--- src/rtl/shift_reg_paced_pkg.sv ---
// Shared types for the paced shift-register core: FSM states, queued command
// layout and shift-direction encodings.
package shift_reg_pkg;

  typedef enum logic [1:0] {
    S_IDLE,
    S_WAIT,
    S_SHIFT
  } state_t;

  typedef struct packed {
    logic dir;
    logic din;
  } cmd_t;

  localparam logic DIR_LEFT  = 1'b0;
  localparam logic DIR_RIGHT = 1'b1;

  localparam int TICK_W = 24;

endpackage

--- src/rtl/shift_reg_paced_if.sv ---
// Request/status bundle between the upstream AXI4-lite shift-register block
// (master) and the paced shift core (slave).
interface shift_reg_paced_if #(
  parameter int WIDTH = 4
);

  logic             en;
  logic             din;
  logic             dir;
  logic             ovf_clr;
  logic [WIDTH-1:0] q;
  logic             sout;
  logic             busy;
  logic             overflow;
  logic [15:0]      shift_cnt;

  modport master (
    output en, din, dir, ovf_clr,
    input  q, sout, busy, overflow, shift_cnt
  );

  modport slave (
    input  en, din, dir, ovf_clr,
    output q, sout, busy, overflow, shift_cnt
  );

endinterface

--- src/rtl/shift_reg_paced_cmd_fifo.sv ---
// Synchronous command FIFO; a push into a full FIFO is still accepted when a
// pop happens in the same cycle, so the count can stay at DEPTH.
module shift_cmd_fifo
  import shift_reg_pkg::*;
#(
  parameter int DEPTH = 4
) (
  input  logic                     aclk,
  input  logic                     areset,
  input  logic                     push_i,
  input  logic                     pop_i,
  input  cmd_t                     wdata_i,
  output cmd_t                     rdata_o,
  output logic                     full_o,
  output logic                     empty_o,
  output logic [$clog2(DEPTH):0]   count_o
);

  localparam int PTR_W = $clog2(DEPTH);
  localparam logic [PTR_W-1:0] PTR_ONE = 1;
  localparam logic [PTR_W:0]   CNT_ONE = 1;
  localparam logic [PTR_W:0]   CNT_MAX = DEPTH[PTR_W:0];

  cmd_t             mem_q [DEPTH];
  logic [PTR_W-1:0] wrPtr_q, wrPtr_d;
  logic [PTR_W-1:0] rdPtr_q, rdPtr_d;
  logic [PTR_W:0]   count_q, count_d;
  logic             wrEn;
  logic             rdEn;

  assign full_o  = (count_q == CNT_MAX);
  assign empty_o = (count_q == '0);
  assign count_o = count_q;
  assign rdata_o = mem_q[rdPtr_q];

  assign rdEn = pop_i && !empty_o;
  assign wrEn = push_i && (!full_o || rdEn);

  always_comb begin
    wrPtr_d = wrPtr_q;
    rdPtr_d = rdPtr_q;
    count_d = count_q;
    if (wrEn) begin
      wrPtr_d = wrPtr_q + PTR_ONE;
    end
    if (rdEn) begin
      rdPtr_d = rdPtr_q + PTR_ONE;
    end
    case ({wrEn, rdEn})
      2'b10:   count_d = count_q + CNT_ONE;
      2'b01:   count_d = count_q - CNT_ONE;
      default: count_d = count_q;
    endcase
  end

  always_ff @(posedge aclk or posedge areset) begin
    if (areset) begin
      wrPtr_q <= '0;
      rdPtr_q <= '0;
      count_q <= '0;
    end else begin
      wrPtr_q <= wrPtr_d;
      rdPtr_q <= rdPtr_d;
      count_q <= count_d;
    end
  end

  // Storage needs no reset: entries are only read once the count covers them.
  always_ff @(posedge aclk) begin
    if (wrEn) begin
      mem_q[wrPtr_q] <= wdata_i;
    end
  end

endmodule

--- src/rtl/shift_reg_paced.sv ---
// Paced shift register: queues {dir, din} requests and applies one shift per
// TICK_CYCLES+2 cycles. Define SHIFT_REG_PACED_COUNT_EN to build shift_cnt.
module shift_reg_paced
  import shift_reg_pkg::*;
#(
  parameter int WIDTH       = 4,
  parameter int DEPTH       = 4,
  parameter int TICK_CYCLES = 1
) (
  input  logic              aclk,
  input  logic              areset,
  shift_reg_paced_if.slave  bus
);

  localparam logic [TICK_W-1:0] TICK_LOAD = TICK_W'(TICK_CYCLES - 1);

  state_t              state_q, state_d;
  logic [TICK_W-1:0]   tickCnt_q, tickCnt_d;
  logic [WIDTH-1:0]    q_q, q_d;
  logic                sout_q, sout_d;
  logic                overflow_q, overflow_d;

  cmd_t                pushCmd;
  cmd_t                headCmd;
  logic                pop;
  logic                fifoFull;
  logic                fifoEmpty;
  logic [$clog2(DEPTH):0] fifoCount;
  logic                drop;

  assign pushCmd.dir = bus.dir;
  assign pushCmd.din = bus.din;

  shift_cmd_fifo #(
    .DEPTH (DEPTH)
  ) u_fifo (
    .aclk    (aclk),
    .areset  (areset),
    .push_i  (bus.en),
    .pop_i   (pop),
    .wdata_i (pushCmd),
    .rdata_o (headCmd),
    .full_o  (fifoFull),
    .empty_o (fifoEmpty),
    .count_o (fifoCount)
  );

  // A request is lost only when the FIFO is full and nothing leaves this cycle.
  assign drop = bus.en && fifoFull && !pop;

  always_comb begin
    state_d    = state_q;
    tickCnt_d  = tickCnt_q;
    q_d        = q_q;
    sout_d     = sout_q;
    pop        = 1'b0;
    case (state_q)
      S_IDLE: begin
        if (!fifoEmpty) begin
          tickCnt_d = TICK_LOAD;
          state_d   = S_WAIT;
        end
      end
      S_WAIT: begin
        if (tickCnt_q == '0) begin
          state_d = S_SHIFT;
        end else begin
          tickCnt_d = tickCnt_q - TICK_W'(1);
        end
      end
      S_SHIFT: begin
        pop = 1'b1;
        if (headCmd.dir == DIR_RIGHT) begin
          q_d    = {headCmd.din, q_q[WIDTH-1:1]};
          sout_d = q_q[0];
        end else begin
          q_d    = {q_q[WIDTH-2:0], headCmd.din};
          sout_d = q_q[WIDTH-1];
        end
        state_d = S_IDLE;
      end
      default: state_d = S_IDLE;
    endcase
  end

  // Setting wins over clearing when both happen in one cycle.
  always_comb begin
    overflow_d = overflow_q;
    if (drop) begin
      overflow_d = 1'b1;
    end else if (bus.ovf_clr) begin
      overflow_d = 1'b0;
    end
  end

  always_ff @(posedge aclk or posedge areset) begin
    if (areset) begin
      state_q    <= S_IDLE;
      tickCnt_q  <= '0;
      q_q        <= '0;
      sout_q     <= 1'b0;
      overflow_q <= 1'b0;
    end else begin
      state_q    <= state_d;
      tickCnt_q  <= tickCnt_d;
      q_q        <= q_d;
      sout_q     <= sout_d;
      overflow_q <= overflow_d;
    end
  end

  assign bus.q        = q_q;
  assign bus.sout     = sout_q;
  assign bus.overflow = overflow_q;
  assign bus.busy     = (fifoCount != '0) || (state_q != S_IDLE);

`ifdef SHIFT_REG_PACED_COUNT_EN
  logic [15:0] shiftCnt_q;

  always_ff @(posedge aclk or posedge areset) begin
    if (areset) begin
      shiftCnt_q <= '0;
    end else if (state_q == S_SHIFT) begin
      shiftCnt_q <= shiftCnt_q + 16'd1;
    end
  end

  assign bus.shift_cnt = shiftCnt_q;
`else
  assign bus.shift_cnt = '0;
`endif

endmodule

--- src/flat_wrapper.sv ---
// flat-port wrapper written by rule: the top's interface ports become plain ports
module shift_reg_paced_flat import shift_reg_pkg::*;
#(
  parameter int WIDTH       = 4,
  parameter int DEPTH       = 4,
  parameter int TICK_CYCLES = 1
)
  (aclk, areset, bus_en, bus_din, bus_dir, bus_ovf_clr, bus_q, bus_sout, bus_busy, bus_overflow, bus_shift_cnt);
  shift_reg_paced_if #(.WIDTH(WIDTH)) bus_i ();
  input  logic aclk;
  input  logic areset;
  input wire logic [$bits(bus_i.en)-1:0] bus_en;
  input wire logic [$bits(bus_i.din)-1:0] bus_din;
  input wire logic [$bits(bus_i.dir)-1:0] bus_dir;
  input wire logic [$bits(bus_i.ovf_clr)-1:0] bus_ovf_clr;
  output wire logic [$bits(bus_i.q)-1:0] bus_q;
  output wire logic [$bits(bus_i.sout)-1:0] bus_sout;
  output wire logic [$bits(bus_i.busy)-1:0] bus_busy;
  output wire logic [$bits(bus_i.overflow)-1:0] bus_overflow;
  output wire logic [$bits(bus_i.shift_cnt)-1:0] bus_shift_cnt;
  assign bus_i.en = bus_en;
  assign bus_i.din = bus_din;
  assign bus_i.dir = bus_dir;
  assign bus_i.ovf_clr = bus_ovf_clr;
  assign bus_q = bus_i.q;
  assign bus_sout = bus_i.sout;
  assign bus_busy = bus_i.busy;
  assign bus_overflow = bus_i.overflow;
  assign bus_shift_cnt = bus_i.shift_cnt;
  shift_reg_paced #(.WIDTH(WIDTH), .DEPTH(DEPTH), .TICK_CYCLES(TICK_CYCLES)) u_core (.aclk(aclk), .areset(areset), .bus(bus_i));
endmodule
--- config.mk ---
export PLATFORM = sky130hd
export DESIGN_NAME = shift_reg_paced_flat
export DESIGN_NICKNAME = d
export VERILOG_FILES = /design/src/rtl/shift_reg_paced_pkg.sv /design/src/rtl/shift_reg_paced_if.sv /design/src/rtl/shift_reg_paced_cmd_fifo.sv /design/src/rtl/shift_reg_paced.sv /design/src/flat_wrapper.sv
export SDC_FILE = /design/constraint.sdc
export NUM_CORES = 1
export LEC_CHECK = 0
export ABC_CLOCK_PERIOD_IN_PS = 6330
export BUFFER_PORTS_ARGS = -buffer_cell sky130_fd_sc_hd__buf_2
export CAP_MARGIN = 20
export CELL_PAD_IN_SITES_DETAIL_PLACEMENT = 0
export CELL_PAD_IN_SITES_GLOBAL_PLACEMENT = 1
export CORE_MARGIN = 2
export CORE_UTILIZATION = 45
export CTS_BUF_LIST = sky130_fd_sc_hd__clkbuf_2 sky130_fd_sc_hd__clkbuf_4 sky130_fd_sc_hd__clkbuf_8
export DETAILED_ROUTE_END_ITERATION = 8
export HOLD_SLACK_MARGIN = 0.1
export PLACE_DENSITY_LB_ADDON = 0.1
export REMOVE_ABC_BUFFERS = 1
export SETUP_SLACK_MARGIN = 0.05
export SYNTH_ARGS = -nofsm -noshare
export SYNTH_HDL_FRONTEND = slang
export SYNTH_SLANG_ARGS = --single-unit
--- constraint.sdc ---
create_clock -name aclk -period 6.33 [get_ports aclk]
set_input_delay 0.3165 -clock aclk [delete_from_list [all_inputs] [get_ports aclk]]
set_output_delay 0.3165 -clock aclk [all_outputs]
set_load 0.03 [all_outputs]
==> reports/results.tsv <==
metric	value	unit
setup tns final	0	ns
CP Cell Sequence	or4_4 > nor4_4 > nand3_2 > or4_1 > a21oi_1	
via/cell ratio	5.32	
CTS max path bufs	2	
synthesized flop and latch total	47	
first-pass GRT wire length	8260	µm
Synth Warn #	0	
initial antenna violation count	0	
Synth Area in Simple Gates	21.2	%
DRT iter0 DRCs	130	
R2R Setup Slk	3.81	ns
total grt overflow	0	
Adder-Cell Fraction of Synth Area	4.20	%
Synth Area in Compound Gates	9.42	%
status	complete, no violations	
Wirelength per Cell	13.9	µm
Max Used Layer	met4	
setup slack at placement	3.84	ns
synth-to-layout area growth	6.83	%
Skew-Pair Late Insertion Delay	0.30	ns
R2R Path End	u_core.tickCnt_q[21]	
vias after detailed routing	1787	
unrepaired setup endpoints after global routing	no	
total of max-cap violations	0	
Crit Path Category	reg -> reg	
metal1 wirelength	2380	µm
die width	79.5	µm
cts hold-fix bufs	0	
Mapped Cells	248	
final worst slack	3.81	ns
worst rel slew slack	54.2	%
CTS clk-pin slew, worst paths	0.09	ns
# rows	27	
Unique masters post-synth	44	
max incr delay on CP	0.60	ns
Internal	653	µW
NetSw	424	µW
post-CTS sizing	0	
Initial Util	46.6	%
Final Skew	0.0114	ns
Fin. Hold Viols	0	
Peak VDD IR	0.238	mV
GRT Overall Usage	16.7	%
Hold WC Path Type	in -> async	
number of H-tree levels	2	
Slowest-stage cell, CP	or4_4	
maximum number of pins on one net before global-route repair	40	
Fmax	397	MHz
DRT Pass-1 Iters	5	
Setup Buffers After CTS	0	
GPL Wtd Cong	0.747	
DRT Wirelength	4680	µm
Comb power frac	35.5	%
Final min period	2.52	ns
vias in the first global route	1722	
register area share after synthesis	47.4	%
crit share post-route	39.8	%
post-synthesis xor/xnor area fraction	5.47	%
CP max FO	7	
share of layout cells above drive strength 1	13.6	%
post-synthesis mux area share	4.93	%
Met2 Wirelength	2030	µm
Residual DRC	0	
Sequential Power Share	47.0	%
antenna cells	0	
post-layout util	49.7	%
Die Y	79.5	µm
worst setup path startpoint	u_core.tickCnt_q[9]	
critical path startpoint category	flip-flop	
CTS tree	built	
wire length on met3	212	µm
final setup vio count	0	
die area	6320	µm²
core footprint	5510	µm²
CTS root buf	clkbuf_8	
pwr dens	394	nW/µm²
sw frac	39.4	%
Critical Path RT	6.55	ns
Post-Syn Area	2560	µm²
RR Startpoint	u_core.tickCnt_q[9]	
TritonCTS buffer count	5	
Final Max Slew Viols	0	
worst path arrival time	2.74	ns
Leak Pwr	0.00120	µW
nets	277	
Clock Power Share	17.4	%
clock sinks	47	
worst r2r path cells	5	
largest family of logic cells by synthesized area	simple AND/OR/NAND/NOR gates	
post-DP HPWL	3420	µm
port bufs	12	
Detail Route Antenna Nets	0	
Worst Tran Pin Value	0.682	ns
Fillers	525	
mean post-synth cell area	10.3	µm²
Ports	29	
Worst setup EP type	flip-flop	
==> how the worst max path moves through the flow <==
stage                                           to  cells after the start
after floorplan               u_core.tickCnt_q[15]                      5
after global placement        u_core.tickCnt_q[10]                      5
after detailed placement       u_core.tickCnt_q[4]                      7
after CTS                 u_core.u_fifo.count_o[2]                     11
after global routing      u_core.u_fifo.count_o[2]                     11
final                         u_core.tickCnt_q[21]                      5
==> synth_stat cells <==
master,number,share of area (%)
and3_1,5,1.2
o31a_2,1,0.39
nor4b_1,1,0.34
nor4_1,5,1.2
ha_1,7,3.4
o211ai_1,8,2.3
nand3_2,1,0.39
nor2b_1,1,0.24
o31ai_1,3,0.88
a21oi_1,6,1.2
and4_2,1,0.39
nor3b_1,1,0.29
xnor2_1,6,2.0
a211oi_1,1,0.29
mux4_2,2,1.8
nand2b_1,3,0.73
nand3_1,7,1.4
o22ai_1,1,0.24
clkbuf_1,4,0.59
or2_2,3,0.73
nand4_1,5,1.2
conb_1,1,0.15
a2111oi_2,1,0.59
nand2_1,17,2.5
xor2_1,10,3.4
edfxtp_1,8,9.4
and2_1,2,0.49
o21a_1,1,0.29
mux2_2,1,0.44
or4_1,5,1.5
dfrtp_1,39,38
fa_1,1,0.78
nor4_4,2,1.7
o21ai_0,13,2.5
or4_4,3,1.3
buf_2,1,0.20
nor3_1,9,1.8
buf_4,16,4.7
inv_1,12,1.8
or3_1,2,0.49
nor2_1,23,3.4
o41ai_1,1,0.34
mux2i_1,7,2.7
o2111ai_1,1,0.34
==> layer usage <==
layer,up-vias,GRT usage [%]
met4,0,5.69
met3,7,3.73
li1,886,-
met1,850,24.6
met2,44,24.2
met5,-,0
==> per-stage QoR <==
step           cell area (µm²)  hold slack (ns)  total power (µW)  std cells
4_1_cts                   2740            0.140              1090        336
5_1_grt                   2740            0.175              1170        336
6_report                  2740            0.126              1080        336
3_3_place_gp              2650            0.463               894        328
3_5_place_dp              2650            0.468               894        328
2_1_floorplan             2480            0.415               804        242
==> area by class of cell <==
| cell class | count | area [µm²] | area share, % |
|---|---|---|---|
| Clock buffer | 6 | 82.6 | 3.02 |
| Clock inverter | 2 | 11.3 | 0.411 |
| Timing Repair Buffer | 14 | 75.1 | 2.74 |
| Sequential cell | 47 | 1220 | 44.4 |
| Multi-Input combinational cell | 183 | 1220 | 44.5 |
| Inverter | 12 | 45.0 | 1.64 |
| Tap cell | 72 | 90.1 | 3.29 |
==> worst max-delay path: cells and delay by family, from the launching register on <==
kind,cells,cell delay [ns]
AOI/OAI and AO/OA,1,0.16
DFF,1,0.46
and+or+nand+nor,4,1.81
==> power by group through the flow <==
stage	combinational, µW	sequential (µW)	clock, µW
5_1_grt	435	526	207
3_5_place_dp	382	512	0
3_3_place_gp	381	512	0
2_1_floorplan	311	494	0
4_1_cts	384	506	196
6_report	383	507	188
==> registers in the layout (all words and copies together) (netlist names) <==
signal,flops
u_core.bus.overflow,1
u_core.bus.q,4
u_core.bus.sout,1
u_core.state_q,2
u_core.tickCnt_q,24
u_core.u_fifo.count_o,3
u_core.u_fifo.mem_q,8
u_core.u_fifo.rdPtr_q,2
u_core.u_fifo.wrPtr_q,2
==> cell usage in the layout (no fill, tap or decap), drive strengths merged, types with 2 or more instances in the layout <==
master / instances
xnor2: 6
o31ai: 3
nor4: 7
nor3: 9
nand4: 5
o21ai: 13
or2: 3
and2: 2
mux2i: 7
or3: 2
o211ai: 8
nand3: 8
nor2: 23
conb: 16
inv: 12
a21oi: 6
clkbuf: 6
mux4: 2
ha: 7
nand2: 17
buf: 14
nand2b: 3
and3: 5
edfxtp: 8
dfrtp: 39
xor2: 10
or4: 8
==> cells by family after synthesis <==
family | count (synthesis)
muxes | 10
buffers and inverters | 33
DFF | 47
and+or+nand+nor | 96
xor gates and xnor gates | 16
adders and majority gates | 8
AOI/OAI and AO/OA | 37
other | 1
(Power assumes the default switching activity.)
